<file path="src/rtl/sky_frame_sequencer.sv">
// sky_frame_sequencer: once-per-frame day/night sequencer for the sky scene.
// A frame tick (ft) fires at the first blanking line. On ft the step decision
// is made, the phase/pos state advances, and the scene outputs are reloaded
// from the next-state values. All outputs change only in the cycle after ft,
// so the visible area never sees a mid-frame change.
// Handshake note: there is no valid/ready channel here; step_req is a
// fire-and-forget pulse, captured into a sticky flag until the next ft.
module sky_frame_sequencer #(
  parameter int V_DISPLAY    = 480,
  parameter int PHASE_STEPS  = 8,
  parameter int HORIZON_ROW  = 26,
  parameter int SUN_COL_BASE = 24
) (
  input  logic       clk,
  input  logic       reset,
  input  logic [9:0] hpos,
  input  logic [9:0] vpos,
  input  logic       run,
  input  logic       step_req,
  input  logic [1:0] speed,
  output logic [5:0] body_col,
  output logic [5:0] body_row,
  output logic [1:0] palette,
  output logic       body_is_moon,
  output logic       step_strobe,
  output logic [9:0] frame_count
);

  typedef enum logic [1:0] {DAWN = 2'd0, DAY = 2'd1, DUSK = 2'd2, NIGHT = 2'd3} phase_t;

  localparam logic [3:0] POS_LAST  = 4'(PHASE_STEPS - 1);
  localparam logic [5:0] POS_LAST6 = 6'(PHASE_STEPS - 1);
  localparam logic [5:0] STEPS6    = 6'(PHASE_STEPS);
  localparam logic [5:0] HROW      = 6'(HORIZON_ROW);
  localparam logic [5:0] COL_BASE  = 6'(SUN_COL_BASE);
  localparam logic [9:0] VTICK     = 10'(V_DISPLAY);

  phase_t     phase, phase_nx;
  logic [3:0] pos, pos_nx;
  logic [2:0] div_cnt, div_nx;
  logic       pend, pend_nx;
  logic       ft;
  logic       do_step;
  logic [3:0] limit;
  logic [5:0] col_nx, row_nx;

  // Frame tick: one cycle per frame, suppressed while reset is high.
  assign ft = (hpos == 10'd0) && (vpos == VTICK) && !reset;

  // Next-state: step decision, phase/pos advance and scene output mapping.
  always_comb begin
    pend_nx  = pend | step_req;
    div_nx   = div_cnt;
    do_step  = 1'b0;
    phase_nx = phase;
    pos_nx   = pos;
    limit    = (4'd1 << speed) - 4'd1;
    col_nx   = COL_BASE;
    row_nx   = HROW;

    if (ft) begin
      // The sticky request is consumed (or discarded) on every tick.
      pend_nx = 1'b0;
      if (run) begin
        if ({1'b0, div_cnt} >= limit) begin
          do_step = 1'b1;
          div_nx  = 3'd0;
        end else begin
          div_nx = div_cnt + 3'd1;
        end
      end else begin
        do_step = pend | step_req;
      end
    end

    if (do_step) begin
      if (pos == POS_LAST) begin
        pos_nx   = 4'd0;
        phase_nx = phase_t'(phase + 2'd1);
      end else begin
        pos_nx = pos + 4'd1;
      end
    end

    col_nx = COL_BASE + {2'b00, pos_nx};
    case (phase_nx)
      DAWN:    row_nx = HROW - {2'b00, pos_nx};
      DAY:     row_nx = HROW - STEPS6;
      DUSK:    row_nx = HROW - (POS_LAST6 - {2'b00, pos_nx});
      default: row_nx = HROW;
    endcase
  end

  // State and output registers; scene outputs load only on the frame tick.
  always_ff @(posedge clk) begin
    if (reset) begin
      phase        <= DAWN;
      pos          <= 4'd0;
      div_cnt      <= 3'd0;
      pend         <= 1'b0;
      frame_count  <= 10'd0;
      body_col     <= COL_BASE;
      body_row     <= HROW;
      palette      <= 2'd0;
      body_is_moon <= 1'b0;
      step_strobe  <= 1'b0;
    end else begin
      pend        <= pend_nx;
      step_strobe <= ft & do_step;
      if (ft) begin
        phase        <= phase_nx;
        pos          <= pos_nx;
        div_cnt      <= div_nx;
        frame_count  <= frame_count + 10'd1;
        body_col     <= col_nx;
        body_row     <= row_nx;
        palette      <= phase_nx;
        body_is_moon <= (phase_nx == NIGHT);
      end
    end
  end

endmodule

</file>
<file path="config.mk">
export PLATFORM = sky130hd
export DESIGN_NAME = sky_frame_sequencer
export DESIGN_NICKNAME = d
export VERILOG_FILES = /design/src/rtl/sky_frame_sequencer.sv
export SDC_FILE = /design/constraint.sdc
export NUM_CORES = 1
export LEC_CHECK = 0
export BUFFER_PORTS_ARGS = -buffer_cell sky130_fd_sc_hd__buf_4
export CAP_MARGIN = 15
export CORE_MARGIN = 3
export CORE_UTILIZATION = 40
export CTS_CLUSTER_SIZE = 20
export DETAILED_ROUTE_END_ITERATION = 10
export HOLD_SLACK_MARGIN = 0.1
export PLACE_DENSITY = 0.65
export SLEW_MARGIN = 20
export SYNTH_ARGS = -nofsm -noshare
export SYNTH_HDL_FRONTEND = slang
export SYNTH_SLANG_ARGS = --single-unit
</file>
<file path="constraint.sdc">
create_clock -name clk -period 2.51 [get_ports clk]
set_input_delay 0 -clock clk [delete_from_list [all_inputs] [get_ports clk]]
set_output_delay 0 -clock clk [all_outputs]
set_load 0.02 [all_outputs]
</file>
==> impl_results.html, run 1 <==
<table>
<tr><th>Metric</th><th>Value</th></tr>
<tr><th colspan="2">Die</th></tr>
<tr><td>Number of core rows</td><td>22</td></tr>
<tr><td>Placeable core region</td><td>between 3000 and 4000 µm²</td></tr>
<tr><td>Die ar.</td><td>roughly 4900 µm²</td></tr>
<tr><td>Height of the die</td><td>~70 µm</td></tr>
<tr><td>Ports</td><td>52</td></tr>
<tr><td>Starting utilization of the core area</td><td>between 40% and 50%</td></tr>
<tr><td>Die Span X</td><td>between 60 and 70 µm</td></tr>
<tr><th colspan="2">Clock tree</th></tr>
<tr><td>CTS H-tree depth</td><td>2</td></tr>
<tr><td>Skew-Pair Late Insertion Delay</td><td>around 0.28 ns</td></tr>
<tr><td>CTS buffer count</td><td>5</td></tr>
<tr><td>Clock tree from TritonCTS</td><td>built</td></tr>
<tr><td>Clock-pin slew reported for the worst setup and hold paths after clock tree synthesis</td><td>0.06 ns</td></tr>
<tr><td>Maximum clock path buffer count</td><td>2</td></tr>
<tr><td>Clk root buf</td><td>clkbuf_8</td></tr>
<tr><td>Clock Sinks</td><td>29</td></tr>
<tr><th colspan="2">Worst setup path</th></tr>
<tr><td>Delay contributed by the slowest stage of the critical path</td><td>around 0.40 ns</td></tr>
<tr><td>Family with the most delay on the worst path</td><td>compound AO/OA/AOI/OAI gates</td></tr>
<tr><td>Class of the most critical setup path</td><td>flop to flop</td></tr>
<tr><td>Data arrival time at the worst-slack endpoint</td><td>between 2 and 3 ns</td></tr>
<tr><td>Endpoint required time on the critical path</td><td>2.74 ns</td></tr>
<tr><td>Critical path buffer and inverter count</td><td>1</td></tr>
<tr><td>CP startpoint kind</td><td>flop</td></tr>
<tr><td>Element type at the critical path end</td><td>flop</td></tr>
<tr><td>Maximum fanout count along the critical path</td><td>9</td></tr>
<tr><td>Crit path max-delay cell type</td><td>mux2_2</td></tr>
<tr><td>Critical path cell sequence</td><td>inv_1 -&gt; ha_1 -&gt; nand2b_1 -&gt; a31oi_4 -&gt; a21oi_4 -&gt; nand3_1 -&gt; mux2_2 -&gt; xor2_1 -&gt; o221ai_1 -&gt; o31a_2</td></tr>
<tr><th colspan="2">Yosys</th></tr>
<tr><td>Number of different library cells in the post-synthesis netlist</td><td>48</td></tr>
<tr><td>EDFF count, synth</td><td>0</td></tr>
<tr><td>Synth area leader</td><td>dfxtp_1</td></tr>
<tr><td>Post-synthesis instance area</td><td>1630 µm²</td></tr>
<tr><td>Proportion of register bits with asynchronous set or reset after synthesis</td><td>0%</td></tr>
<tr><td>Gate count of the mapped netlist</td><td>199</td></tr>
<tr><td>Part of the Yosys area used for sequential elements</td><td>35.6%</td></tr>
<tr><td>Register bit total from synthesis</td><td>29</td></tr>
<tr><td>Share of the synthesized area in the top cell type</td><td>between 30% and 40%</td></tr>
<tr><td>Net count after synthesis</td><td>231</td></tr>
<tr><td>Post-synthesis average cell area</td><td>~8.2 µm²</td></tr>
<tr><td>Leading post-synthesis cells by cell area</td><td>dfxtp_1, nor2_1, xor2_1</td></tr>
<tr><td>Number of warnings printed during yosys synthesis</td><td>0</td></tr>
<tr><td>Ys flop type</td><td>dfxtp_1</td></tr>
<tr><th colspan="2">Finish</th></tr>
<tr><td>Final core occ</td><td>between 50 and 60%</td></tr>
<tr><td>FF+latch area</td><td>~580 µm²</td></tr>
<tr><td>Fraction of final layout cells sized beyond drive strength 1</td><td>32.7%</td></tr>
<tr><td>Finished layout cell area</td><td>roughly 2300 µm²</td></tr>
<tr><td>Area added between synthesis and finish</td><td>39.5%</td></tr>
<tr><td>Final Net Count</td><td>a little under 300</td></tr>
<tr><td>Diodes inserted</td><td>0</td></tr>
<tr><td>Multi-input combinational cell area</td><td>just over 1000 µm²</td></tr>
<tr><td>Layout fillers</td><td>~380</td></tr>
<tr><th colspan="2">Drt</th></tr>
<tr><td>Per-cell via count in the routed design</td><td>5.25</td></tr>
<tr><td>Post-DR wirelength/cell</td><td>between 10 and 15 µm</td></tr>
<tr><td>Drt first-iter violations</td><td>89</td></tr>
<tr><td>Routed wire length</td><td>approximately 4200 µm</td></tr>
<tr><td>Overall via count from detail_route</td><td>1648</td></tr>
<tr><td>Length of the first detailed-routing pass in iterations</td><td>4</td></tr>
<tr><td>Remaining number of nets flagged by the antenna check after routing</td><td>0</td></tr>
<tr><td>Count of unresolved DRC violations after routing</td><td>0</td></tr>
<tr><th colspan="2">STA</th></tr>
<tr><td>Final cycle utilization of the critical path</td><td>approximately 93%</td></tr>
<tr><td>Final setup skew</td><td>about 0.0042 ns</td></tr>
<tr><td>Final setup vio count</td><td>0</td></tr>
<tr><td>Post-route setup TNS</td><td>0 ns</td></tr>
<tr><td>Slew of the pin with the lowest slew margin</td><td>0.449 ns</td></tr>
<tr><td>Setup repair after global routing missed its margin</td><td>false</td></tr>
<tr><td>Post-route worst hold slack</td><td>approximately 0.21 ns</td></tr>
<tr><td>Final worst path period need</td><td>about 2.3 ns</td></tr>
<tr><td>Count of pins over their slew limit</td><td>0</td></tr>
<tr><td>Highest clock frequency the design can meet</td><td>429 MHz</td></tr>
<tr><td>Relative slew margins</td><td>about 70%</td></tr>
<tr><td>Number of failing hold endpoints at the final stage</td><td>0</td></tr>
<tr><th colspan="2">Global route</th></tr>
<tr><td>Met3 Resource Use GR</td><td>under 10%</td></tr>
<tr><td>Via count of the first global-routing pass</td><td>~1400</td></tr>
<tr><td>Met2 Track Usage GR</td><td>26.8%</td></tr>
<tr><td>Global-route wire length before repair</td><td>around 6900 µm</td></tr>
<tr><td>Global routing usage on met1</td><td>a little under a quarter</td></tr>
<tr><td>Gr ovfl total</td><td>0</td></tr>
<tr><td>Total routing resource utilization after global routing</td><td>between 10% and 20%</td></tr>
<tr><td>Global-route layer with the greatest usage</td><td>met2</td></tr>
<tr><td>Pin count of the biggest net entering global routing</td><td>25</td></tr>
<tr><td>Number of antenna violations at the first check in global routing</td><td>0</td></tr>
<tr><th colspan="2">Job</th></tr>
<tr><td>Max-cap violation count</td><td>0</td></tr>
<tr><th colspan="2">Placement</th></tr>
<tr><td>Final weighted congestion of routability-driven global placement</td><td>around 0.91</td></tr>
<tr><td>Port Buffer Count</td><td>between 50 and 60</td></tr>
<tr><td>DP Wirelength</td><td>3160 µm</td></tr>
<tr><td>Placed Area</td><td>2130 µm²</td></tr>
<tr><th colspan="2">Power</th></tr>
<tr><td>Total power</td><td>0.892 mW</td></tr>
<tr><td>Static Leakage</td><td>1.01 nW</td></tr>
<tr><td>Pwr per Cell Area</td><td>about 390 nW/µm²</td></tr>
<tr><td>Maximum resistive drop on vdd</td><td>about 300 µV</td></tr>
<tr><th colspan="2">Outcome</th></tr>
<tr><td>Run status</td><td>completed</td></tr>
<tr><th colspan="2">Hold path</th></tr>
<tr><td>Worst min-delay path class</td><td>primary input to flop</td></tr>
</table>
[layout by cell type, fill, tap and decap left out, drive strengths merged, types with 2 or more instances in the layout]
master | synthesis | routed
nand2b | 2 | 2
or2 | 2 | 2
nand2 | 18 | 18
and3 | 4 | 4
mux2i | 3 | 3
nor3 | 9 | 9
clkinv | 0 | 2
dlygate4sd3 | 0 | 4
a21oi | 14 | 14
nor2 | 30 | 30
clkbuf | 6 | 6
o21ai | 8 | 8
nand4 | 6 | 6
dfxtp | 29 | 29
xnor2 | 4 | 4
buf | 3 | 64
xor2 | 11 | 11
a211oi | 2 | 2
and4bb | 2 | 2
nand3 | 10 | 10
a221oi | 2 | 2
inv | 6 | 6
nor4 | 3 | 3
ha | 6 | 6
a21o | 3 | 3
a31oi | 2 | 2
[path summary, 6_finish.rpt]
path                   start              to  slack (ns)  depth (start not counted)
hold reg to reg         pend            pend        0.46                          1
hold / removal       hpos[0]  frame_count[3]        0.21                          6
setup reg to reg  div_cnt[0]     body_row[3]        0.18                         10
setup / recovery  div_cnt[0]     body_row[3]        0.18                         10
[synthesized netlist by cell type (all sizes together), types with 2 or more instances]
cell and instances:
o21ai 8, and3 4, nor4 3, nand2b 2, a211oi 2, a21o 3
nand4 6, dfxtp 29, xnor2 4, nand3 10, nor3 9, nand2 18
inv 6, ha 6, xor2 11, buf 3, clkbuf 6, and4bb 2
a31oi 2, a21oi 14, mux2i 3, nor2 30, a221oi 2, or2 2
[power by group]
group | internal [mW] | leakage [nW] | switching [mW]
clock | 0.191 | 0.0450 | 0.173
sequential | 0.461 | 0.234 | 0.000549
combinational | 0.0371 | 0.735 | 0.0284
total | 0.690 | 1.01 | 0.202
[timing repair]
action	in CTS	in global routing
gates resized for setup	0	5
endpoints found under the setup margin	0	6
setup buffers	0	0
hold buffers	4	0
endpoints found under the hold margin	18	0
[cells by family (layout without fill, tap and decap cells)]
family | count (synthesis) | after routing | synth area share [%]
simple gates | 91 | 91 | 29.1
buf+inv | 15 | 82 | 4.21
xor+xnor | 15 | 15 | 8.05
flops | 29 | 29 | 35.6
fa+ha+maj | 6 | 6 | 4.60
compound gates | 39 | 39 | 15.9
mux | 4 | 4 | 2.53
[per-layer routing]
layer	part of all wire, %	wire (µm)	vias up
met3	7.2	305	10
met5	0	0	-
met1	45	1930	738
met2	45	1910	58
met4	2.3	97	0
li1	-	-	842
[through the flow]
| stage | std cells | worst slack (ns) |
|---|---|---|
| global placement | 302 | -0.00327 |
| finish | 314 | 0.179 |
| floorplan | 199 | 0.253 |
| detailed placement | 302 | 0.0294 |
| global route | 314 | 0.00941 |
| CTS | 314 | 0.0155 |
[final cells by class]
| type | count | share of cell area (%) |
|---|---|---|
| Multi-Input combinational cell | 155 | 44.4 |
| Timing Repair Buffer | 68 | 22.9 |
| Sequential cell | 29 | 25.5 |
| Clock inverter | 2 | 0.440 |
| Tap cell | 48 | 2.64 |
| Clock buffer | 6 | 3.19 |
| Inverter | 6 | 0.989 |
[sequential cells by signal, summed over array words and instances (netlist names)]
signal,flops
body_col,5
phase,2
body_row,6
frame_count,10
div_cnt,3
pend,1
body_is_moon,1
step_strobe,1
[worst register-to-register path, stage by stage (launching register included)]
cell and delay, ns:
dfxtp_1 0.33, inv_1 0.07, ha_1 0.27, nand2b_1 0.17, a31oi_4 0.26, a21oi_4 0.14, nand3_1 0.11, mux2_2 0.40
xor2_1 0.18, o221ai_1 0.20, o31a_2 0.16
Power figures use the tool's default switching activity.
==> run 2: changes to the inputs <==
- CORE_UTILIZATION: 40 -> 45
- PLACE_DENSITY: 0.65 -> 0.72
- RECOVER_POWER: not set -> 100
==> impl_results.html, run 2 (synthesis results as in run 1) <==
<table>
<tr><th>Metric</th><th>Value</th></tr>
<tr><th colspan="2">Outcome</th></tr>
<tr><td>Run status</td><td>completed</td></tr>
<tr><th colspan="2">Worst setup path</th></tr>
<tr><td>Crit Reg-Reg Startpoint</td><td>div_cnt[2]</td></tr>
<tr><td>Element type at the critical path end</td><td>flop</td></tr>
<tr><td>Crit path max-delay cell type</td><td>dfxtp_1</td></tr>
<tr><td>End point of the critical path</td><td>body_row[2]</td></tr>
<tr><td>Start point of the critical path</td><td>div_cnt[2]</td></tr>
<tr><td>Delay contributed by the slowest stage of the critical path</td><td>0.34 ns (-0.06 ns)</td></tr>
<tr><td>Maximum fanout count along the critical path</td><td>5 (-4)</td></tr>
<tr><td>Endpoint required time on the critical path</td><td>2.73 ns (about the same)</td></tr>
<tr><td>Length in cells of the worst reg-to-reg path</td><td>9 (-1)</td></tr>
<tr><td>Endpoint of the worst-slack reg-to-reg timing path</td><td>body_row[2]</td></tr>
<tr><td>CP startpoint kind</td><td>flop</td></tr>
<tr><td>Class of the most critical setup path</td><td>flop to flop</td></tr>
<tr><td>Minimum setup slack among reg-to-reg paths</td><td>0.16 ns (-0.02 ns)</td></tr>
<tr><td>Data arrival time at the worst-slack endpoint</td><td>2.56 ns (about the same)</td></tr>
<tr><td>Critical path cell sequence</td><td>ha_1 -&gt; a21o_1 -&gt; a31oi_4 -&gt; a21oi_2 -&gt; and3_1 -&gt; a32oi_1 -&gt; nor2_1 -&gt; o311ai_1 -&gt; nand3_1</td></tr>
<tr><th colspan="2">Drt</th></tr>
<tr><td>Remaining number of nets flagged by the antenna check after routing</td><td>0 (unchanged)</td></tr>
<tr><td>Drt first-iter violations</td><td>57 (-36%)</td></tr>
<tr><td>Per-cell via count in the routed design</td><td>5.41 (+3.1%)</td></tr>
<tr><td>Length of the first detailed-routing pass in iterations</td><td>4 (unchanged)</td></tr>
<tr><td>Count of unresolved DRC violations after routing</td><td>0 (unchanged)</td></tr>
<tr><td>Overall via count from detail_route</td><td>1688 (+2.4%)</td></tr>
<tr><td>Routed wire length</td><td>4480 µm (+5.6%)</td></tr>
<tr><td>Post-DR wirelength/cell</td><td>14.4 µm (+6.2%)</td></tr>
<tr><th colspan="2">Die</th></tr>
<tr><td>Die Span X</td><td>66.2 µm (-5.2%)</td></tr>
<tr><td>Ports</td><td>52 (unchanged)</td></tr>
<tr><td>Placeable core region</td><td>3420 µm² (-10%)</td></tr>
<tr><td>Die ar.</td><td>4390 µm² (-10%)</td></tr>
<tr><td>Number of core rows</td><td>21 (-4.5%)</td></tr>
<tr><td>Height of the die</td><td>66.2 µm (-5.2%)</td></tr>
<tr><td>Starting utilization of the core area</td><td>47.8% (+4.8 points)</td></tr>
<tr><th colspan="2">Placement</th></tr>
<tr><td>Port Buffer Count</td><td>51 (unchanged)</td></tr>
<tr><td>Placed Area</td><td>2090 µm² (-1.5%)</td></tr>
<tr><td>DP Wirelength</td><td>3060 µm (-3.0%)</td></tr>
<tr><td>Final weighted congestion of routability-driven global placement</td><td>0.957 (+4.9%)</td></tr>
<tr><th colspan="2">Global route</th></tr>
<tr><td>Pin count of the biggest net entering global routing</td><td>25 (unchanged)</td></tr>
<tr><td>Via count of the first global-routing pass</td><td>1577 (+10%)</td></tr>
<tr><td>Number of antenna violations at the first check in global routing</td><td>0 (unchanged)</td></tr>
<tr><td>Total routing resource utilization after global routing</td><td>21.5% (+4.1 points)</td></tr>
<tr><td>Global-route wire length before repair</td><td>7280 µm (+5.3%)</td></tr>
<tr><td>Gr ovfl total</td><td>0 (unchanged)</td></tr>
<tr><th colspan="2">Hold path</th></tr>
<tr><td>Number of cells traversed by the worst hold path</td><td>6 (unchanged)</td></tr>
<tr><td>Worst min-delay path class</td><td>primary input to flop</td></tr>
<tr><th colspan="2">Finish</th></tr>
<tr><td>Fraction of final layout cells sized beyond drive strength 1</td><td>22.2% (-11 points)</td></tr>
<tr><td>Final Net Count</td><td>297 (unchanged)</td></tr>
<tr><td>Area added between synthesis and finish</td><td>31.4%</td></tr>
<tr><td>Finished layout cell area</td><td>2150 µm² (-5.8%)</td></tr>
<tr><td>Register bank with the most flops</td><td>frame_count</td></tr>
<tr><td>Leading cell type in the layout, fill and taps excluded</td><td>buf_4</td></tr>
<tr><td>Largest registers</td><td>frame_count: 10 flops, body_row: 6 flops, body_col: 5 flops</td></tr>
<tr><td>Top library cells by usage in the layout, fill and taps aside</td><td>buf_4, nor2_1, dfxtp_1</td></tr>
<tr><td>Diodes inserted</td><td>0 (unchanged)</td></tr>
<tr><td>Final core occ</td><td>62.8% (+2.9 points)</td></tr>
<tr><td>Max reg flops</td><td>10 (unchanged)</td></tr>
<tr><th colspan="2">Clock tree</th></tr>
<tr><td>Clock tree from TritonCTS</td><td>built</td></tr>
<tr><td>Clock Sinks</td><td>29 (unchanged)</td></tr>
<tr><td>Clock-pin slew reported for the worst setup and hold paths after clock tree synthesis</td><td>0.11 ns (+0.05 ns)</td></tr>
<tr><td>CTS buffer count</td><td>5 (unchanged)</td></tr>
<tr><td>CTS H-tree depth</td><td>2 (unchanged)</td></tr>
<tr><td>Skew-Pair Late Insertion Delay</td><td>0.34 ns (+0.06 ns)</td></tr>
<tr><td>Clk root buf</td><td>clkbuf_4</td></tr>
<tr><td>Maximum clock path buffer count</td><td>2 (unchanged)</td></tr>
<tr><th colspan="2">STA</th></tr>
<tr><td>Number of failing hold endpoints at the final stage</td><td>0 (unchanged)</td></tr>
<tr><td>Count of pins over their slew limit</td><td>0 (unchanged)</td></tr>
<tr><td>Setup repair after global routing missed its margin</td><td>false</td></tr>
<tr><td>Slew of the pin with the lowest slew margin</td><td>0.915 ns (+0.467 ns)</td></tr>
<tr><td>Relative slew margins</td><td>39.0% (-31 points)</td></tr>
<tr><td>Final setup vio count</td><td>0 (unchanged)</td></tr>
<tr><td>Post-route setup TNS</td><td>0 ns (unchanged)</td></tr>
<tr><td>Final cycle utilization of the critical path</td><td>93.5% (+0.62 points)</td></tr>
<tr><td>Final worst path period need</td><td>2.35 ns (+0.0157 ns)</td></tr>
<tr><td>Highest clock frequency the design can meet</td><td>426 MHz (-0.67%)</td></tr>
<tr><td>Final setup skew</td><td>0.0125 ns (+0.00822 ns)</td></tr>
<tr><th colspan="2">Power</th></tr>
<tr><td>Maximum resistive drop on vdd</td><td>336 µV (+11%)</td></tr>
<tr><td>Static Leakage</td><td>0.884 nW (-13%)</td></tr>
<tr><td>Pwr per Cell Area</td><td>383 nW/µm² (-2.2%)</td></tr>
<tr><th colspan="2">Job</th></tr>
<tr><td>Max-cap violation count</td><td>0 (unchanged)</td></tr>
</table>
==> run 2: cell types whose count changed in the layout (fill, tap and decap cells not counted), sizes merged <==
cell,previous run,this run
buf,64,33
clkbuf,6,35
a21oi,14,15
clkinvlp,0,1
==> run 2: critical path: cells and delay by family (launching register included) <==
kind,cells,cell delay [ns]
AO/OA/AOI/OAI,5,1.12
adder cells (fa/ha/maj),1,0.34
flip-flops,1,0.34
AND/OR/NAND/NOR,3,0.43
==> run 2: cell type report <==
type,instances,area (µm²)
clock buffer,5,37.5
fill,343,1270
sequential,29,581
inverter,6,22.5
clock inverter,3,17.5
timing repair buffer,67,408
multi-input combinational,156,1020
tap,46,57.6
==> run 2: timing repair <==
item	CTS	global route
pin swaps	0	2
setup buffers	0	3
setup endpoints to repair	2	6
hold buffers	4	0
endpoints found under the hold margin	21	0
gates resized for setup	1	5
gates cloned	0	1
==> run 2: metrics by stage <==
| step | setup slack, ns | hold slack [ns] | std cells | power, mW |
|---|---|---|---|---|
| final | 0.164 | 0.184 | 312 | 0.822 |
| after global routing | 0.0224 | 0.196 | 312 | 0.859 |
| after CTS | 0.0469 | 0.174 | 308 | 0.812 |
| after detailed placement | 0.00780 | 0.228 | 296 | 0.529 |
| after global placement | 0.00639 | 0.227 | 296 | 0.528 |
| after floorplan | 0.253 | 0.124 | 199 | 0.494 |
==> run 2: where the power goes <==
group / total, mW / leakage (nW) / switching [mW] / internal (mW)
Combinational: 0.0740 / 0.619 / 0.0317 / 0.0423
Clock: 0.286 / 0.0310 / 0.181 / 0.105
Sequential: 0.462 / 0.234 / 0.000545 / 0.461
==> run 2: how the worst min path moves through the flow <==
stage,startpoint,to
6_report,hpos[0],frame_count[3]
5_1_grt,hpos[0],frame_count[3]
4_1_cts,hpos[0],frame_count[3]
3_5_place_dp,step_req,pend
3_3_place_gp,step_req,pend
2_1_floorplan,step_req,pend
==> run 2: metal layers <==
metal / up-vias / track usage [%] / share of wire (%)
met3: 12 / 6.97 / 7.0
met1: 775 / 25.9 / 44
met4: 0 / 8.38 / 2.3
li1: 839 / - / -
met2: 62 / 35.3 / 47
met5: - / 0 / 0
